--- config.mk ---
export PLATFORM = sky130hd
export DESIGN_NAME = nonce_search_ctrl_flat
export DESIGN_NICKNAME = d
export VERILOG_FILES = /design/src/rtl/nonce_search_ctrl_if.sv /design/src/rtl/nonce_search_ctrl.sv /design/src/flat_wrapper.sv
export SDC_FILE = /design/constraint.sdc
export NUM_CORES = 1
export LEC_CHECK = 0
export BUFFER_PORTS_ARGS = -buffer_cell sky130_fd_sc_hd__buf_4
export CAP_MARGIN = 20
export CORE_ASPECT_RATIO = 1.1
export CORE_MARGIN = 3
export CORE_UTILIZATION = 30
export DETAILED_ROUTE_END_ITERATION = 12
export GPL_TIMING_DRIVEN = 0
export PLACE_DENSITY_LB_ADDON = 0.25
export SLEW_MARGIN = 40
export SYNTH_ARGS = -nofsm -noshare
export SYNTH_HDL_FRONTEND = slang
export SYNTH_SLANG_ARGS = --single-unit
--- constraint.sdc ---
create_clock -name clk -period 3.08 [get_ports clk]
set_input_delay 0.924 -clock clk [delete_from_list [all_inputs] [get_ports clk]]
set_output_delay 0.924 -clock clk [all_outputs]
set_load 0.005 [all_outputs]
--- src/rtl/nonce_search_ctrl_if.sv ---
// Handshake between the nonce search controller (master) and the micro-hash core (slave).
interface nonce_search_ctrl_if #(
  parameter int BYTE = 8
);
  logic                hash_start;
  logic [BYTE*16-1:0]  hash_block;
  logic                hash_done;
  logic [BYTE*3-1:0]   hash_in;

  modport master (output hash_start, hash_block, input hash_done, hash_in);
  modport slave  (input hash_start, hash_block, output hash_done, hash_in);
endinterface

--- src/rtl/nonce_search_ctrl.sv ---
// Nonce search sequencer: appends a nonce to a latched header, issues blocks to the
// hash core one at a time and stops on the first hash whose H0 and H1 are below target.
//
// state   | meaning
// IDLE    | just out of reset
// LOAD    | latch header and target
// ISSUE   | hash_start pulse, block valid
// WAIT    | waiting for hash_done
// CHECK   | compare latched hash to target
// FOUND   | match found, held until reset
// EXHAUST | nonce space ended (or target 0), held until reset
module nonce_search_ctrl #(
  parameter int                 BYTE        = 8,
  parameter int                 NONCE_W     = 32,
  parameter logic [NONCE_W-1:0] NONCE_START = '0
) (
  input  logic                 clk,
  input  logic                 reset,
  input  logic [BYTE*12-1:0]   data_in,
  input  logic [BYTE-1:0]      target,
  nonce_search_ctrl_if.master  hash_if,
  output logic                 finished,
  output logic                 exhausted,
  output logic [NONCE_W-1:0]   nonce_out
);

  typedef enum logic [2:0] {
    S_IDLE, S_LOAD, S_ISSUE, S_WAIT, S_CHECK, S_FOUND, S_EXHAUST
  } state_t;

  localparam logic [NONCE_W-1:0] NONCE_LAST = '1;
  localparam logic [NONCE_W-1:0] NONCE_ONE  = {{(NONCE_W-1){1'b0}}, 1'b1};

  state_t                state;
  state_t                next_state;
  logic [BYTE*12-1:0]    header_reg;
  logic [BYTE-1:0]       target_reg;
  logic [2*BYTE-1:0]     hash_reg;     // {H0, H1}; H2 never takes part in the compare
  logic [NONCE_W-1:0]    nonce;
  logic [NONCE_W-1:0]    nonce_inc;
  logic [BYTE*16-1:0]    block_reg;
  logic                  hash_match;
  logic                  nonce_last;

  assign nonce_inc  = nonce + NONCE_ONE;
  assign nonce_last = (nonce == NONCE_LAST);
  assign hash_match = (hash_reg[2*BYTE-1:BYTE] < target_reg) && (hash_reg[BYTE-1:0] < target_reg);
  assign hash_if.hash_block = block_reg;

  always_ff @(posedge clk or negedge reset) begin
    if (!reset) state <= S_IDLE;
    else        state <= next_state;
  end

  always_comb begin
    next_state = state;
    case (state)
      S_IDLE:    next_state = S_LOAD;
      S_LOAD:    next_state = (target == '0) ? S_EXHAUST : S_ISSUE;
      S_ISSUE:   next_state = S_WAIT;
      S_WAIT:    if (hash_if.hash_done) next_state = S_CHECK;
      S_CHECK: begin
        if (hash_match)      next_state = S_FOUND;
        else if (nonce_last) next_state = S_EXHAUST;
        else                 next_state = S_ISSUE;
      end
      default:   next_state = state;
    endcase
  end

  always_comb begin
    hash_if.hash_start = (state == S_ISSUE);
    finished           = (state == S_FOUND);
    exhausted          = (state == S_EXHAUST);
  end

  // The block is loaded on the edge entering ISSUE so it is already valid with hash_start.
  always_ff @(posedge clk or negedge reset) begin
    if (!reset) begin
      header_reg <= '0;
      target_reg <= '0;
      hash_reg   <= '0;
      nonce      <= NONCE_START;
      nonce_out  <= '0;
      block_reg  <= '0;
    end else begin
      case (state)
        S_LOAD: begin
          header_reg <= data_in;
          target_reg <= target;
          if (target == '0) nonce_out <= NONCE_START;
          else              block_reg <= {data_in, nonce};
        end
        S_WAIT: begin
          if (hash_if.hash_done) hash_reg <= hash_if.hash_in[BYTE*3-1:BYTE];
        end
        S_CHECK: begin
          if (hash_match || nonce_last) begin
            nonce_out <= nonce;
          end else begin
            nonce     <= nonce_inc;
            block_reg <= {header_reg, nonce_inc};
          end
        end
        default: ;
      endcase
    end
  end

endmodule
--- src/flat_wrapper.sv ---
// flat-port wrapper written by rule: the top's interface ports become plain ports
module nonce_search_ctrl_flat 
#(
  parameter int                 BYTE        = 8,
  parameter int                 NONCE_W     = 32,
  parameter logic [NONCE_W-1:0] NONCE_START = '0
)
  (clk, reset, data_in, target, finished, exhausted, nonce_out, hash_if_hash_start, hash_if_hash_block, hash_if_hash_done, hash_if_hash_in);
  nonce_search_ctrl_if #(.BYTE(BYTE)) hash_if_i ();
  input  logic clk;
  input  logic reset;
  input  logic [BYTE*12-1:0] data_in;
  input  logic [BYTE-1:0] target;
  output logic finished;
  output logic exhausted;
  output logic [NONCE_W-1:0] nonce_out;
  output wire logic [$bits(hash_if_i.hash_start)-1:0] hash_if_hash_start;
  output wire logic [$bits(hash_if_i.hash_block)-1:0] hash_if_hash_block;
  input wire logic [$bits(hash_if_i.hash_done)-1:0] hash_if_hash_done;
  input wire logic [$bits(hash_if_i.hash_in)-1:0] hash_if_hash_in;
  assign hash_if_hash_start = hash_if_i.hash_start;
  assign hash_if_hash_block = hash_if_i.hash_block;
  assign hash_if_i.hash_done = hash_if_hash_done;
  assign hash_if_i.hash_in = hash_if_hash_in;
  nonce_search_ctrl #(.BYTE(BYTE), .NONCE_W(NONCE_W), .NONCE_START(NONCE_START)) u_core (.clk(clk), .reset(reset), .data_in(data_in), .target(target), .hash_if(hash_if_i), .finished(finished), .exhausted(exhausted), .nonce_out(nonce_out));
endmodule
# Yosys cells after proc, flatten, opt, wreduce, memory -nomap -nowiden
# Cells that the tools add are included.
[totals]
regBits = 315
wordCells = 45
[op_classes]
reduce_logical = 11
n_addsub = 1
n_lt_le_gt_ge = 2
mux = 11
eq_ne = 12
n_bitwise = 1
[op_table]
columns = ["op", "count"]
rows = [
  ["$mux W128", 2],
  ["$pmux W128 S2", 1],
  ["$mux W32", 2],
  ["$pmux W32 S2", 1],
  ["$add A32 B1 Y32 const B", 1],
  ["$eq A32 B32 Y1 const B", 1],
  ["$lt A8 B8 Y1", 2],
  ["$pmux W3 S5", 1],
  ["$mux W3", 4],
  ["$eq A3 B3 Y1 const B", 3],
  ["$logic_not A8 Y1", 1],
  ["$eq A3 B2 Y1 const B", 2],
  ["$ne A2 B2 Y1 const B", 3],
  ["$reduce_and A2 Y1", 3],
  ["$reduce_and A3 Y1", 2],
  ["$reduce_bool A5 Y1", 1],
  ["$ne A2 B1 Y1 const B", 2],
  ["$eq A3 B1 Y1 const B", 1],
  ["$logic_not A3 Y1", 1],
  ["$reduce_bool A2 Y1", 1],
  ["$logic_and A1 B1 Y1", 1],
  ["$logic_or A1 B1 Y1", 1],
  ["$not A1 Y1", 1],
]

# Logic depth before layout (Yosys ltp)
# Gate-level depths: netlist of run 1.
[depth]
word_depth = 5
mapped_depth = 10
ltp_nobuf = 8

# Least setup slack after synthesis of run 1
# OpenSTA, ideal clock, no wires.
[synth_timing]
path_kind = "register -> register"
startpoint = "register u_core.target_reg[2]"
endpoint = "register u_core.block_reg[10], in the netlist u_core.hash_if.hash_block[10]"
period_less_slack_ns = 2.268
stages_incl_launch_ff = 11
arrival_time_ns = 2.143
slack_ns = 0.812
setup_ns = 0.125
path_cell_list = "dfrtp_1 inv_1 ha_1 o21ai_0 a211o_1 o211ai_2 o211ai_4 nand2_2 buf_6 buf_6 mux2_4"
[synth_via]
elab_chain_len = 5
word_cells_on_any_way = 6
cone_classes = "2 x order compare; 1 x eq/ne; 3 x reduce/logical"
[synth_lines]
columns = ["item", "line_no", "rtl"]
rows = [
  ["start: declaration", "nonce_search_ctrl.sv:37", "logic [BYTE-1:0] target_reg;"],
  ["start signal: assignment", "nonce_search_ctrl.sv:90", "target_reg <= target;"],
  ["$lt A8 B8 Y1", "nonce_search_ctrl.sv:47", "assign hash_match = (hash_reg[2*BYTE-1:BYTE] < target_reg) && (hash_reg[BYTE-1:0] < target_reg);"],
  ["$logic_and A1 B1 Y1 (*)", "nonce_search_ctrl.sv:47", ""],
  ["$logic_or A1 B1 Y1 (*)", "nonce_search_ctrl.sv:98", "if (hash_match || nonce_last) begin"],
  ["$ne A2 B2 Y1 (no line) (*)", "n/a", ""],
  ["$reduce_and A3 Y1 (no line) (*)", "n/a", ""],
  ["end signal: assignment", "nonce_search_ctrl.sv:92", "else block_reg <= {data_in, nonce};"],
  ["end signal: assignment", "nonce_search_ctrl.sv:102", "block_reg <= {header_reg, nonce_inc};"],
  ["end: declaration", "nonce_search_ctrl.sv:41", "logic [BYTE*16-1:0] block_reg;"],
]
# Mark *: on every way between the ends. The rest lies on a longest branch, timed or not.
# A chain may end at the register's enable or synchronous reset.

# Worst setup path in the final report of run 1
[layout_timing]
startpoint = "register u_core.state[1]"
endpoint = "output port hash_if_hash_start"
[layout_via]
elab_chain_len = 1
[layout_lines]
columns = ["item", "line_no", "rtl"]
rows = [
  ["start: declaration", "nonce_search_ctrl.sv:34", "state_t state;"],
  ["start signal: assignment", "nonce_search_ctrl.sv:52", "else state <= next_state;"],
  ["$eq A3 B2 Y1", "nonce_search_ctrl.sv:72", "hash_if.hash_start = (state == S_ISSUE);"],
  ["end: declaration", "flat_wrapper.sv:17", "output wire logic [$bits(hash_if_i.hash_start)-1:0] hash_if_hash_start;"],
]
# No other way between the ends.

==> results.json, run 1 <==
{
  "status": "finished, final reports clean",
  "synth_flop_cell": "sky130_fd_sc_hd__dfrtp_1",
  "port-buffer-count": 285,
  "yosysWarningCount": 0,
  "net-switching-power_uw": 5430,
  "clkPwrFrac": 0.285,
  "clock-root-buffer": "sky130_fd_sc_hd__clkbuf_16",
  "drt_wl_total_mm": 42.8,
  "worst_skew_pair.late_latency_ns": 0.55,
  "die_outline_area_sq_um": 49000,
  "peakVddDrop_v": 0.000620,
  "postSynthCellCount": 1312,
  "postSynthAreaPerCell_sq_um": 10.6,
  "synth-seq-cells": 315,
  "post_synthesis_instance_area_sq_um": 13900,
  "row_count": 82,
  "drt_iter0_markers": 558,
  "grt_util_all_layers": 0.173,
  "cellInternalPower_uw": 11700,
  "power_frac_seq": 0.401,
  "power.density_nw_per_um2": 931,
  "finalSetupViolCount": 0,
  "grt_first_pass_wirelength_mm": 66.1,
  "cts-htree-levels": 2,
  "final-instance-count-excl-fill": 2260,
  "total_power_uw": 17100,
  "clock_sink_count": 315,
  "skew_ns": 0.0167,
  "worstRegToRegCells": 10,
  "grt_pass1_vias": 11300,
  "part_of_the_power_in_combinational_logic": 0.314,
  "cp.arrival_ns": 2.02,
  "avgRoutedWirePerCell_um": 18.9,
  "largest_reg_flops": 128,
  "grt_antenna_before_repair": 7,
  "met3WireLength_mm": 3.37,
  "slew_viol_final": 0,
  "start_util": 0.305,
  "tritoncts.num_buffers": 38,
  "crit_path_start_kind": "flip-flop",
  "grt_max_degree": 66,
  "min_period_over_period": 0.956,
  "detail_route.wirelength.met1_mm": 17.8,
  "synth.net_count": 1459,
  "placed_cells": 2190,
  "maxCapViolCount": 0,
  "final_nets": 1792,
  "vias": 10900,
  "clock_tree_from_tritoncts": "done",
  "floorplan.io_pins": 294,
  "drtAntennaViolNets": 0,
  "area_of_the_core_region_sq_um": 45700,
  "post_cts_hold_buffer_count": 0,
  "grt_overflow_total": 0,
  "die_w_um": 211,
  "tightestPinTransition_ns": 0.825,
  "area_delta_synth_final_pct": 32.0,
  "route.detailed.drc": 0,
  "critical_path_fanouts_max": 10,
  "final.min_clock_period_ns": 2.95,
  "mostFrequentLayoutCell": "sky130_fd_sc_hd__nand2_1",
  "relSlewSlack": 0.450,
  "clk_transition_reported_paths_ns": 0.06,
  "max_freq_mhz": 339,
  "floorplan_die_height_um": 232,
  "clock_tree.buffer_depth": 3,
  "routed.top_layer": "met5",
  "timing.critical_path.required_ns": 2.16,
  "post_synth_num_cell_types": 59,
  "min_path_type": "in2async",
  "edff_count_synth": 0,
  "postSynth.asyncResetShare": 1.00,
  "endpoint_kind": "output pin",
  "synth-seq-area-share": 0.567,
  "dp.final_hpwl_mm": 31.3,
  "final_hold_vios": 0,
  "met2RoutedLength_mm": 20.4,
  "p_leak_uw": 0.00873,
  "gp_congestion": 0.806,
  "final_cell_mix": "383 x sky130_fd_sc_hd__nand2_1, 315 x sky130_fd_sc_hd__dfrtp_1, 286 x sky130_fd_sc_hd__buf_4",
  "hold_slack_ns": 0.215,
  "drive_above_1_share": 0.286,
  "via_per_inst": 4.84,
  "setup_repair_after_global_routing_missed_its_margin": "false",
  "setup.worst_path.class": "reg2out",
  "netSwitchingFraction": 0.318,
  "detail_route.first_pass.iterations": 5
}
[power groups by stage]
stage / Clock [uW] / Combinational, uW / Sequential, uW
after floorplan: 0 / 2800 / 6750
after global placement: 0 / 5280 / 6880
after detailed placement: 0 / 5400 / 6900
after CTS: 4990 / 5420 / 6870
after global routing: 5170 / 5980 / 7080
final: 4870 / 5360 / 6860
[repair_timing]
| action | 4_1_cts | 5_1_grt |
|---|---|---|
| pin swaps | 1 | 0 |
| setup buffers | 3 | 0 |
| setup endpoints to repair | 18 | 7 |
| gates resized for setup | 0 | 2 |
| gates cloned | 0 | 0 |
[logic make-up after synthesis]
| family | Yosys count | share of synthesized area |
|---|---|---|
| compound gates | 258 | 0.144 |
| xor+xnor | 57 | 0.0359 |
| fa+ha+maj | 16 | 0.0144 |
| buf+inv | 113 | 0.0369 |
| flops | 315 | 0.567 |
| mux | 50 | 0.0463 |
| simple gates | 503 | 0.156 |
[layout make-up]
class	count	area, sq um
Clock inverter	14	213
Multi-Input combinational cell	884	5530
Clock buffer	52	1150
Sequential cell	315	7880
Fill cell	4480	27300
Antenna cell	1	2.50
Inverter	17	66.3
Buffer	96	447
Tap cell	588	736
Timing Repair Buffer	293	2330
[worst max-delay path, stage by stage (launching register included)]
cell and delay (ns):
sky130_fd_sc_hd__dfrtp_1 0.36, sky130_fd_sc_hd__clkbuf_1 0.30, sky130_fd_sc_hd__nor3b_1 0.59, sky130_fd_sc_hd__buf_4 0.22
[final timing paths]
| kind | from | end | slack [ns] |
|---|---|---|---|
| min reg2reg | u_core.header_reg[50] | u_core.header_reg[50] | 0.47 |
| min in group clk | u_core.header_reg[50] | u_core.header_reg[50] | 0.47 |
| min | reset | u_core.nonce_out[16] | 0.21 |
| max reg2reg | u_core.nonce[1] | u_core.hash_if.hash_block[95] | 0.27 |
| max | u_core.state[1] | hash_if_hash_start | 0.13 |
| max in group asynchronous | reset | u_core.header_reg[39] | 1.92 |
[per-layer routing]
metal | track usage | vias up
li1 | - | 5226
met2 | 0.286 | 301
met5 | 0 | -
met1 | 0.213 | 5314
met4 | 0.0530 | 14
met3 | 0.0596 | 76
[Yosys cell counts (3+ instances only)]
cell                        number  share of area
sky130_fd_sc_hd__nor3b_1         4         0.0022
sky130_fd_sc_hd__buf_2          21         0.0076
sky130_fd_sc_hd__or3_1           3         0.0013
sky130_fd_sc_hd__buf_6           7         0.0057
sky130_fd_sc_hd__mux2_2         27          0.022
sky130_fd_sc_hd__nand3_1        17         0.0061
sky130_fd_sc_hd__clkbuf_1       59          0.016
sky130_fd_sc_hd__xnor2_1        24          0.015
sky130_fd_sc_hd__clkbuf_2        3         0.0011
sky130_fd_sc_hd__a2bb2oi_2      19          0.021
sky130_fd_sc_hd__mux2_4         22          0.024
sky130_fd_sc_hd__nor4_1         11         0.0049
sky130_fd_sc_hd__xor2_1         33          0.021
sky130_fd_sc_hd__nand4_1         8         0.0036
sky130_fd_sc_hd__ha_1           16          0.014
sky130_fd_sc_hd__a21oi_1         5         0.0018
sky130_fd_sc_hd__inv_1          16         0.0043
sky130_fd_sc_hd__nand2_1       383           0.10
sky130_fd_sc_hd__o21ai_0        41          0.015
sky130_fd_sc_hd__nand2b_1        4         0.0018
sky130_fd_sc_hd__dfrtp_1       315           0.57
sky130_fd_sc_hd__nand4_2         4         0.0036
sky130_fd_sc_hd__buf_1           5         0.0013
sky130_fd_sc_hd__o22ai_1        97          0.044
sky130_fd_sc_hd__nor3_1         17         0.0061
sky130_fd_sc_hd__a2bb2oi_1      79          0.050
sky130_fd_sc_hd__nor2_1         36         0.0097
[per-stage QoR]
step / utilization / setup WS [ns] / TNS, ns / area, sq um
floorplan: - / 0.812 / 0 / 13900
global placement: 0.368 / -1.96 / -603.41 / 16800
detailed placement: 0.371 / 0.0168 / 0 / 16900
CTS: 0.402 / 0.0981 / 0 / 18300
global route: 0.402 / 0.00624 / 0 / 18400
finish: 0.402 / 0.134 / 0 / 18400
Power figures use the tool's default switching activity.
==> inputs of run 2 (changes only) <==
--- a/config.mk
+++ b/config.mk
@@ -13,6 +13,7 @@
 export DETAILED_ROUTE_END_ITERATION = 12
 export GPL_TIMING_DRIVEN = 0
 export PLACE_DENSITY_LB_ADDON = 0.25
+export RECOVER_POWER = 100
 export SLEW_MARGIN = 40
 export SYNTH_ARGS = -nofsm -noshare
 export SYNTH_HDL_FRONTEND = slang
==> run 2 against run 1 <==
  * Combinational power shrank 7.8%
  * Clock skew about the same
  * Clock power is essentially flat
  * Final cell count is the same
  * Setup slack better by 0.034 ns
  * Die area unchanged
  * Maximum frequency up 1.2%
  * First-iteration DRC count is the same
  * Global-route usage stayed put
  * Total power down 2.7%
  * Critical path depth stayed put
  * Highest routed layer unchanged
==> results.json, run 2 (synthesized netlist as in run 1, its figures left out) <==
{
  "regArea_sq_um": 7880,
  "crit_path_start_kind": "flip-flop",
  "clock_tree_from_tritoncts": "done",
  "setup.worst_path.class": "reg2out",
  "row_count": 82,
  "max_freq_mhz": 343,
  "area_delta_synth_final_pct": 28.7,
  "dp.final_hpwl_mm": 31.3,
  "gp_congestion": 0.806,
  "final_nets": 1792,
  "port-buffer-count": 285,
  "final.min_clock_period_ns": 2.91,
  "grt_util_all_layers": 0.173,
  "worst_slack_ns": 0.168,
  "post_cts_hold_buffer_count": 0,
  "power.density_nw_per_um2": 930,
  "post-route-cell-area_sq_um": 17900,
  "skew_ns": 0.0170,
  "die_outline_area_sq_um": 49000,
  "mostFrequentLayoutCell": "sky130_fd_sc_hd__nand2_1",
  "relSlewSlack": 0.0155,
  "clock-root-buffer": "sky130_fd_sc_hd__clkbuf_16",
  "area_of_the_core_region_sq_um": 45700,
  "maxCapViolCount": 0,
  "setup_repair_after_global_routing_missed_its_margin": "false",
  "slew_viol_final": 0,
  "route.detailed.drc": 0,
  "drtAntennaViolNets": 0,
  "drt_iter0_markers": 558,
  "vias": 11000,
  "clk_transition_reported_paths_ns": 0.06,
  "clock_tree.buffer_depth": 3,
  "hold_slack_ns": 0.473,
  "peakVddDrop_v": 0.000613,
  "min_path_type": "reg2reg",
  "tritoncts.num_buffers": 38,
  "floorplan_die_height_um": 232,
  "drive_above_1_share": 0.232,
  "grt_max_degree": 66,
  "final_cell_mix": "384 x sky130_fd_sc_hd__nand2_1, 315 x sky130_fd_sc_hd__dfrtp_1, 128 x sky130_fd_sc_hd__buf_4",
  "finalSetupViolCount": 0,
  "grt_pass1_vias": 11300,
  "status": "finished, final reports clean",
  "min_period_over_period": 0.945,
  "largest_reg_flops": 128,
  "worstPathCellList": "clkbuf_1 -> nor3b_1 -> buf_4",
  "num-fill-cells": 4570,
  "drt_wl_total_mm": 42.7,
  "layout.core_utilization": 0.392,
  "p_leak_uw": 0.00844,
  "placed_cell_area_sq_um": 16900,
  "finalSetupTns_ns": 0,
  "cts-htree-levels": 2,
  "endpoint_kind": "output pin",
  "grt_antenna_before_repair": 7,
  "multi_input_comb_area_sq_um": 5370,
  "floorplan.io_pins": 294,
  "detail_route.first_pass.iterations": 5,
  "worst_skew_pair.late_latency_ns": 0.55,
  "critical_path_fanouts_max": 10,
  "final_hold_vios": 0,
  "critical-path-max-stage-delay_ns": 0.56,
  "timing.critical_path.required_ns": 2.16,
  "cp.arrival_ns": 1.99,
  "via_per_inst": 4.85,
  "grt_overflow_total": 0,
  "avgRoutedWirePerCell_um": 18.9,
  "crit_path_top_delay_cell": "sky130_fd_sc_hd__nor3b_1",
  "tightestPinTransition_ns": 1.48,
  "grt_first_pass_wirelength_mm": 66.1,
  "start_util": 0.305,
  "place_ws_ns": 0.0168,
  "clock_sink_count": 315,
  "die_w_um": 211
}
run 2: cell count changes in the layout (fill, tap and decap cells not counted), moves of 17 or more:
cell / before / now
sky130_fd_sc_hd__clkbuf_1: 62 / 121
sky130_fd_sc_hd__clkbuf_4: 0 / 109
sky130_fd_sc_hd__mux2_1: 0 / 17
sky130_fd_sc_hd__mux2_4: 22 / 5
sky130_fd_sc_hd__buf_4: 286 / 128
run 2: per-layer routing:
metal  GRT usage  vias up  part of all wire
met5           0        -            0.0021
li1            -     5239                 -
met1       0.213     5334              0.42
met3      0.0596       80             0.079
met2       0.286      293              0.48
met4      0.0530       14             0.025
run 2: repair_timing:
action	4_1_cts	5_1_grt
pin swaps	1	0
setup buffers	3	0
endpoints found under the setup margin	18	7
resized for setup	0	2
run 2: final timing paths:
kind                                        from                             to  slack, ns  cells after the start
min                        u_core.header_reg[50]          u_core.header_reg[50]       0.47                      2
min reg2reg                u_core.header_reg[50]          u_core.header_reg[50]       0.47                      2
max in group asynchronous                  reset  u_core.hash_if.hash_block[49]       0.44                      3
max reg2reg                 u_core.target_reg[7]  u_core.hash_if.hash_block[31]       0.21                     10
max                              u_core.state[1]             hash_if_hash_start       0.17                      3
min in group asynchronous                  reset           u_core.nonce_out[16]       0.72                      1
run 2: layout make-up:
| cell class | instances | area share |
|---|---|---|
| Antenna cell | 1 | 0.000140 |
| Multi-Input combinational cell | 884 | 0.300 |
| Inverter | 17 | 0.00371 |
| Clock buffer | 52 | 0.0641 |
| Clock inverter | 14 | 0.0119 |
| Timing Repair Buffer | 293 | 0.115 |
| Sequential cell | 315 | 0.440 |
| Buffer | 96 | 0.0241 |
| Tap cell | 588 | 0.0411 |
run 2: metrics by stage:
stage                     power, uW  instances
after floorplan                9550       1312
after global placement        12200       2185
after detailed placement      12300       2190
after CTS                     17300       2259
after global routing          17800       2259
final                         16600       2260
run 2: power by group:
group	switching (uW)	leakage [uW]	internal (uW)
clock network	1850	0.000658	3020
logic	2540	0.00396	2400
registers	988	0.00382	5840
run 2: critical path, delay by kind of cell, from the launching register on:
family                 cells  cell delay (ns)
AND/OR/NAND/NOR            1             0.56
flip-flops                 1             0.36
buffers and inverters      2             0.52
